File: src/rtl/pwm_channel_bank.sv
// pwm_channel_bank: NUM_CH PWM compare channels sharing one prescaler and
// one period counter. Configuration is captured into a shadow set on
// update_req and moved to the active set either immediately (while idle)
// or at the next period wrap (while running), so a period never mixes
// old and new settings.
// Optional feature macro: PWM_BANK_CYCLE_COUNT_EN adds the cycle_count port
// and its completed-period counter.
module pwm_channel_bank #(
    parameter int NUM_CH = 16,
    parameter int CNT_W  = 16
) (
    input  logic                    clk,
    input  logic                    rst,
    input  logic                    run,
    input  logic [CNT_W-1:0]        period,
    input  logic [CNT_W-1:0]        prescale,
    input  logic [NUM_CH*CNT_W-1:0] duty,
    input  logic [NUM_CH-1:0]       polarity,
    input  logic [NUM_CH-1:0]       ch_en,
    input  logic                    update_req,
    output logic                    update_pending,
    output logic                    update_ack,
    output logic [NUM_CH-1:0]       pwm_out,
    output logic                    period_start
`ifdef PWM_BANK_CYCLE_COUNT_EN
    ,
    output logic [31:0]             cycle_count
`endif
);

    typedef enum logic {
        ST_IDLE = 1'b0,
        ST_RUN  = 1'b1
    } state_e;

    state_e                    state_q, state_d;
    logic [CNT_W-1:0]          pre_cnt_q, pre_cnt_d;
    logic [CNT_W-1:0]          cnt_q, cnt_d;
    // active set
    logic [CNT_W-1:0]          period_a_q, period_a_d;
    logic [CNT_W-1:0]          prescale_a_q, prescale_a_d;
    logic [NUM_CH*CNT_W-1:0]   duty_a_q, duty_a_d;
    logic [NUM_CH-1:0]         pol_a_q, pol_a_d;
    logic [NUM_CH-1:0]         en_a_q, en_a_d;
    // shadow set
    logic [CNT_W-1:0]          period_s_q, period_s_d;
    logic [CNT_W-1:0]          prescale_s_q, prescale_s_d;
    logic [NUM_CH*CNT_W-1:0]   duty_s_q, duty_s_d;
    logic [NUM_CH-1:0]         pol_s_q, pol_s_d;
    logic [NUM_CH-1:0]         en_s_q, en_s_d;
    // handshake and outputs
    logic                      pending_q, pending_d;
    logic                      ack_q, ack_d;
    logic [NUM_CH-1:0]         pwm_q, pwm_d;
    logic                      pstart_q, pstart_d;

    logic                      tick_s;
    logic                      wrap_s;
    logic                      apply_s;
    logic [NUM_CH-1:0]         raw_s;

    // Counter sequencing, shadow/active transfer and per-channel compare.
    always_comb begin
        state_d      = state_q;
        pre_cnt_d    = pre_cnt_q;
        cnt_d        = cnt_q;
        period_a_d   = period_a_q;
        prescale_a_d = prescale_a_q;
        duty_a_d     = duty_a_q;
        pol_a_d      = pol_a_q;
        en_a_d       = en_a_q;
        period_s_d   = period_s_q;
        prescale_s_d = prescale_s_q;
        duty_s_d     = duty_s_q;
        pol_s_d      = pol_s_q;
        en_s_d       = en_s_q;
        pending_d    = pending_q;
        ack_d        = 1'b0;
        pwm_d        = pwm_q;
        pstart_d     = 1'b0;
        raw_s        = '0;

        tick_s  = (state_q == ST_RUN) && (pre_cnt_q == prescale_a_q);
        wrap_s  = tick_s && (cnt_q == period_a_q);
        // While idle there is no period to protect, so apply right away.
        apply_s = pending_q && ((state_q == ST_IDLE) || wrap_s);

        case (state_q)
            ST_IDLE: state_d = run ? ST_RUN : ST_IDLE;
            ST_RUN:  state_d = run ? ST_RUN : ST_IDLE;
            default: state_d = ST_IDLE;
        endcase

        // Counters only advance while running and staying in RUN; leaving
        // RUN parks them at zero so the next start begins a fresh period.
        if ((state_q == ST_RUN) && run) begin
            if (tick_s) begin
                pre_cnt_d = '0;
                cnt_d     = wrap_s ? '0 : cnt_q + CNT_W'(1);
            end else begin
                pre_cnt_d = pre_cnt_q + CNT_W'(1);
                cnt_d     = cnt_q;
            end
        end else begin
            pre_cnt_d = '0;
            cnt_d     = '0;
        end

        if (apply_s) begin
            period_a_d   = period_s_q;
            prescale_a_d = prescale_s_q;
            duty_a_d     = duty_s_q;
            pol_a_d      = pol_s_q;
            en_a_d       = en_s_q;
            ack_d        = 1'b1;
        end else begin
            ack_d        = 1'b0;
        end

        // A request on the applying edge refills the shadow and keeps the
        // pending flag set, so it is applied at the following opportunity.
        if (update_req) begin
            period_s_d   = period;
            prescale_s_d = prescale;
            duty_s_d     = duty;
            pol_s_d      = polarity;
            en_s_d       = ch_en;
            pending_d    = 1'b1;
        end else if (apply_s) begin
            pending_d    = 1'b0;
        end else begin
            pending_d    = pending_q;
        end

        // duty > period gives 100 % because cnt never exceeds period.
        for (int i = 0; i < NUM_CH; i++) begin
            raw_s[i] = en_a_q[i] && (cnt_q < duty_a_q[i*CNT_W +: CNT_W]);
        end

        if (state_q == ST_RUN) begin
            pwm_d    = raw_s ^ pol_a_q;
            pstart_d = (cnt_q == '0) && (pre_cnt_q == '0);
        end else begin
            pwm_d    = pol_a_q;
            pstart_d = 1'b0;
        end
    end

    // State, counters, register sets and registered outputs.
    always_ff @(posedge clk or posedge rst) begin
        if (rst) begin
            state_q      <= ST_IDLE;
            pre_cnt_q    <= '0;
            cnt_q        <= '0;
            period_a_q   <= '0;
            prescale_a_q <= '0;
            duty_a_q     <= '0;
            pol_a_q      <= '0;
            en_a_q       <= '0;
            period_s_q   <= '0;
            prescale_s_q <= '0;
            duty_s_q     <= '0;
            pol_s_q      <= '0;
            en_s_q       <= '0;
            pending_q    <= 1'b0;
            ack_q        <= 1'b0;
            pwm_q        <= '0;
            pstart_q     <= 1'b0;
        end else begin
            state_q      <= state_d;
            pre_cnt_q    <= pre_cnt_d;
            cnt_q        <= cnt_d;
            period_a_q   <= period_a_d;
            prescale_a_q <= prescale_a_d;
            duty_a_q     <= duty_a_d;
            pol_a_q      <= pol_a_d;
            en_a_q       <= en_a_d;
            period_s_q   <= period_s_d;
            prescale_s_q <= prescale_s_d;
            duty_s_q     <= duty_s_d;
            pol_s_q      <= pol_s_d;
            en_s_q       <= en_s_d;
            pending_q    <= pending_d;
            ack_q        <= ack_d;
            pwm_q        <= pwm_d;
            pstart_q     <= pstart_d;
        end
    end

    assign update_pending = pending_q;
    assign update_ack     = ack_q;
    assign pwm_out        = pwm_q;
    assign period_start   = pstart_q;

`ifdef PWM_BANK_CYCLE_COUNT_EN
    logic [31:0] cyc_q, cyc_d;

    // Completed-period count: one per wrap, free-running modulo 2^32.
    always_comb begin
        cyc_d = cyc_q;
        if (wrap_s) begin
            cyc_d = cyc_q + 32'd1;
        end else begin
            cyc_d = cyc_q;
        end
    end

    // Completed-period counter register.
    always_ff @(posedge clk or posedge rst) begin
        if (rst) begin
            cyc_q <= 32'd0;
        end else begin
            cyc_q <= cyc_d;
        end
    end

    assign cycle_count = cyc_q;
`endif

endmodule
File: config.mk
export PLATFORM = sky130hd
export DESIGN_NAME = pwm_channel_bank
export DESIGN_NICKNAME = d
export VERILOG_FILES = /design/src/rtl/pwm_channel_bank.sv
export SDC_FILE = /design/constraint.sdc
export NUM_CORES = 2
export LEC_CHECK = 0
export CORE_MARGIN = 3
export CORE_UTILIZATION = 48
export CTS_BUF_LIST = sky130_fd_sc_hd__clkbuf_16
export CTS_CLUSTER_DIAMETER = 150
export DETAILED_ROUTE_END_ITERATION = 16
export PLACE_DENSITY = 0.69
export SLEW_MARGIN = 20
export SYNTH_ARGS = -nofsm -noshare
export SYNTH_HDL_FRONTEND = slang
export SYNTH_SLANG_ARGS = --single-unit
File: constraint.sdc
create_clock -name clk -period 28.6 [get_ports clk]
set_input_delay 5.72 -clock clk [delete_from_list [all_inputs] [get_ports clk]]
set_output_delay 5.72 -clock clk [all_outputs]
set_load 0.02 [all_outputs]
# ---- Word-level counts from Yosys, hierarchy flattened
# Cells that the tools add are included.
dict set report op_classes {
  n_addsub 2
  reduce_logical 25
  muxes 11
  n_bitwise 2
  n_eq_ne 3
  magnitude_cmp 16
}
# operator count
set op_table {}
lappend op_table {{16-bit less-than comparator} 16}
lappend op_table {{16-bit 2-to-1 mux} 6}
lappend op_table {{16-bit by 1-bit adder with 16-bit output (second input constant)} 2}
lappend op_table {{16-bit equality test} 2}
lappend op_table {{16-bit logical NOT} 2}
lappend op_table {{1-bit logical AND} 21}
lappend op_table {{16-bit XOR} 1}
lappend op_table {{1-bit 2-to-1 mux} 5}
lappend op_table {{2-bit inequality test (second input constant)} 1}
lappend op_table {{2-bit nonzero test} 1}
lappend op_table {{1-bit logical OR} 1}
lappend op_table {{1-bit NOT} 1}
dict set report totals {
  in_bits 324
  ff_bits 692
}

# ---- Longest topological paths before layout
dict set report logic_depth {
  depth_word 7
  mapped_depth 9
  mapped_depth_nobuf 7
}

# ---- Worst setup path before layout
# OpenSTA, ideal clock, no wires.
dict set report synth_timing {
  path_kind {input -> register}
  start {in update_req}
  end {reg duty_s_q[147]}
  setup_slack_ns 21.597
  path_buffers 3
  setup_ns 0.125
  arrival_ns 6.879
  path_stages 4
  path_cell_list {clkbuf_1 -> clkbuf_1 -> clkbuf_1 -> mux2_2}
}
# item line
set synth_lines {}
lappend synth_lines {{start: declaration} 20} ;# input logic update_req,
lappend synth_lines {{end signal: assignment} 180} ;# duty_s_q <= duty_s_d;
lappend synth_lines {{end: declaration} 48} ;# logic [NUM_CH*CNT_W-1:0] duty_s_q, duty_s_d;
# No word-level cell between the ends.

# ---- Worst setup path in the final report
dict set report layout_timing {
  start {reg pending_q, in the netlist update_pending}
  end {out update_pending}
}
# item line
set layout_lines {}
lappend layout_lines {{start: declaration} 52} ;# logic pending_q, pending_d;
lappend layout_lines {{start signal: assignment} 183} ;# pending_q <= pending_d;
lappend layout_lines {{end: declaration} 21} ;# output logic update_pending,
# No word-level cell between the ends.

==> run_results.csv <==
group,metric,value,unit
power_and_ir_drop,p_sw_share,28.4,%
route,vias,36600,
worst_hold_path,worst_hold_path.num_cells,1,
critical_path,arrival,2.32,ns
place,placed_area,46600,sq um
critical_path,slowest_stage,"dfrtp_4",
route,drtIter0Drc,3599,
cts,clockBufferDepth,3,
sta,tightest_slew,1.14,ns
critical_path,reg2reg_to,"en_a_q[3]",
run,drv_cap,0,
route,drtAntennaViolNets,0,
critical_path,cpPeakStageDelay,0.91,ns
cts,tritoncts,"yes",
grt,antenna_found_initial,7,
worst_hold_path,min_to,"pwm_out[8]",
critical_path,path_cells,"clkdlybuf4s50_1",
sta,clock_skew,0.0288,ns
run_status,status,"complete, no violations",
critical_path,crit_family,"flip-flops",
sta,rsz0062_at_grt,"false",
power_and_ir_drop,ir_drop,0.0453,mV
floorplanning,start_util,48.5,%
sta,final_max_slew_viol_count,0,
critical_path,cp-end-kind,"output pin",
final_layout,regArea,17300,sq um
floorplanning,ios,343,
final_layout,nets,5142,
sta,slew_headroom,24.3,%
power_and_ir_drop,p_clk_share,39.2,%
critical_path,reg2reg_slack,23.88,ns
synthesis,synth_seq_area_share,40.3,%
route,via_per_inst,6.30,
floorplanning,die_w,305,um
synthesis,ys_top_cells_by_area,"dfrtp_1 (40%), o211ai_1 (11%), mux2_2 (8.4%), ha_1 (7.1%), nand3b_1 (5.5%)",
final_layout,syn_to_final_growth,14.9,%
synthesis,synthFlopType,"dfrtp_1",
power_and_ir_drop,comb_power_share,16.5,%
synthesis,syn-num-nets,5112,
grt,first_global_vias,35000,
route,firstDrtPassIters,6,
worst_hold_path,min_path_type,"flip-flop to flip-flop",
floorplanning,core,88500,sq um
synthesis,synth_async_sr_flop_share,100,%
sta,max_freq,0.124,GHz
critical_path,crit_type,"flip-flop to output pin",
floorplanning,die_area,93000,sq um
cts,clkSinkCount,692,
place,place_inst,5656,
sta,tns,0,ns
critical_path,cp-start-kind,"flip-flop",
cts,clk_pin_slew,0.06,ns
route,route.detailed.drc,0,
synthesis,ys_warn_count,0,
sta,hold_ws,0.527,ns
grt,grtUsageTotal,27.1,%
cts,cts-resized-gates,0,
sta,setup_viol,0,
final_layout,stdcell_area,49300,sq um
cts,clock_latency,0.67,ns
grt,grt_max_degree,296,
critical_path,timing.critical_path.buf_inv,1,
synthesis,synth_cell_types,42,
final_layout,drive_gt1_share,11.2,%
power_and_ir_drop,power,2.71,mW
synthesis,syn-cell-area,42900,sq um
power_and_ir_drop,p_seq_share,44.4,%
synthesis,synth-edff-count,0,
floorplanning,rows,109,
synthesis,synth-seq-cells,692,
cts,ctsHtreeMaxLevel,3,
critical_path,timing.rr.start,"cnt_q[0]",
cts,post_cts_buffers,0,
final_layout,multi_input_area,22600,sq um
final_layout,fillers,7627,
route,drt-total-wl,129000,um
grt,grt_pass1_wl,202000,um
synthesis,yosys.area.top_type,"dfrtp_1",
place,place_congestion,0.795,
power_and_ir_drop,leakage,20.2,nW
power_and_ir_drop,intPower,1.94,mW
cts,cts-buffers-inserted,80,
place,numPortBuffers,342,
place,place_hpwl,73100,um
power_and_ir_drop,p_switching,0.768,mW
final_layout,final_cells,5811,
cts,root_buffer,"clkbuf_16",
floorplanning,die_h,305,um
synthesis,synth_top_area_share,40.3,%
grt,overflow,0,
power_and_ir_drop,power_density,54.9,nW/um^2
worst_hold_path,hold_path.startpoint,"pol_a_q[8]",
sta,post-route-period-util,28.1,%
cts,cts-hold-fix-buffers,0,
route,wl_per_cell,22.2,um
critical_path,crit_fanout,76,
synthesis,postSynthCellCount,4544,
synthesis,postSynthAreaPerCell,9.45,sq um
critical_path,critPathRequiredTime,22.88,ns
critical_path,reg2regPathDepth,8,
sta,hold_violations,0,
sta,min_period,8.04,ns
## stage by stage
step                      worst slack [ns]  utilization (%)
after floorplan                       3.48                -
after CTS                            20.48             55.6
after detailed placement             19.80             52.6
final                                20.56             55.7
after global routing                 20.19             55.7
after global placement               19.81             52.6
## layout by cell type (no fill, tap or decap), drive strengths merged, types with 2 or more instances in the layout
cell type	count
diode	8
nand3	314
o211ai	609
o221ai	15
a22oi	5
clkinv	29
a311o	20
nor3	38
nand2	127
nor4	37
clkbuf	81
nor3b	19
clkdlybuf4s50	341
nand4	9
bufinv	12
a21oi	67
o22ai	6
dfrtp	692
and2	2
buf	53
mux2	320
nand3b	316
or3	6
inv	343
a211oi	37
a32o	8
o21ai	402
and4	19
xor2	41
xnor2	21
a31oi	300
and3	7
clkinvlp	4
nor2	59
a21o	32
ha	244
## cell type report
class                      instances  share of cell area, %
clock inverter                    65                   1.31
inverter                         323                   2.47
sequential                       692                   35.2
timing repair buffer             394                   8.04
antenna                            8                 0.0406
clock buffer                      81                   4.11
tap                             1165                   2.96
multi-input combinational       3083                   45.9
## per-layer routing
metal / vias to the layer above / global-route usage, % / routed length [um]
li1: 17100 / - / -
met1: 17900 / 37.0 / 55600
met2: 1345 / 41.8 / 58600
met3: 246 / 5.57 / 9150
met4: 0 / 12.1 / 5450
met5: - / 0 / 0
## cell families after synthesis
| family | count (synthesis) | synth area share (%) |
|---|---|---|
| compound gates | 1503 | 22.9 |
| xor+xnor | 62 | 1.27 |
| fa+ha+maj | 244 | 7.11 |
| buf+inv | 769 | 6.99 |
| flops | 692 | 40.3 |
| mux | 320 | 8.40 |
| simple gates | 954 | 13.0 |
## worst max path at each step
stage                     cells past startpoint      startpoint             end  slack [ns]
after detailed placement                      4             rst    duty_a_q[37]       19.80
after CTS                                     4             rst    duty_a_q[37]       20.48
final                                         1  update_pending  update_pending       20.56
after global placement                        4             rst    duty_a_q[38]       19.81
after global routing                          4             rst    duty_a_q[38]       20.19
after floorplan                               1             rst        cnt_q[0]        3.48
## cells in the mapped netlist, types with 41 or more instances
cell type / instances
dfrtp_1: 692
buf_2: 67
a31oi_1: 300
ha_1: 244
a21oi_1: 67
o21ai_0: 397
inv_1: 323
nor2_1: 58
clkbuf_1: 364
nand2_1: 127
xor2_1: 41
mux2_2: 320
nand3b_1: 316
o211ai_1: 609
nand3_1: 314
## state kept, by name (all words and copies together) (netlist names)
| name | flops |
|---|---|
| cnt_q | 16 |
| duty_a_q | 256 |
| duty_s_q | 256 |
| en_a_q | 16 |
| en_s_q | 16 |
| period_a_q | 16 |
| period_s_q | 16 |
| period_start | 1 |
| pol_a_q | 16 |
| pol_s_q | 16 |
| pre_cnt_q | 16 |
| prescale_a_q | 16 |
| prescale_s_q | 16 |
| pwm_out | 16 |
| state_q | 1 |
| update_ack | 1 |
| update_pending | 1 |
## power groups by stage
stage	logic, mW	registers (mW)	clock network [mW]
after global routing	0.506	1.22	1.12
after CTS	0.448	1.20	1.08
after global placement	0.431	1.21	0
after floorplan	0.320	1.18	0
final	0.446	1.20	1.06
after detailed placement	0.445	1.22	0
No activity file was read; power rests on OpenSTA's default activity.
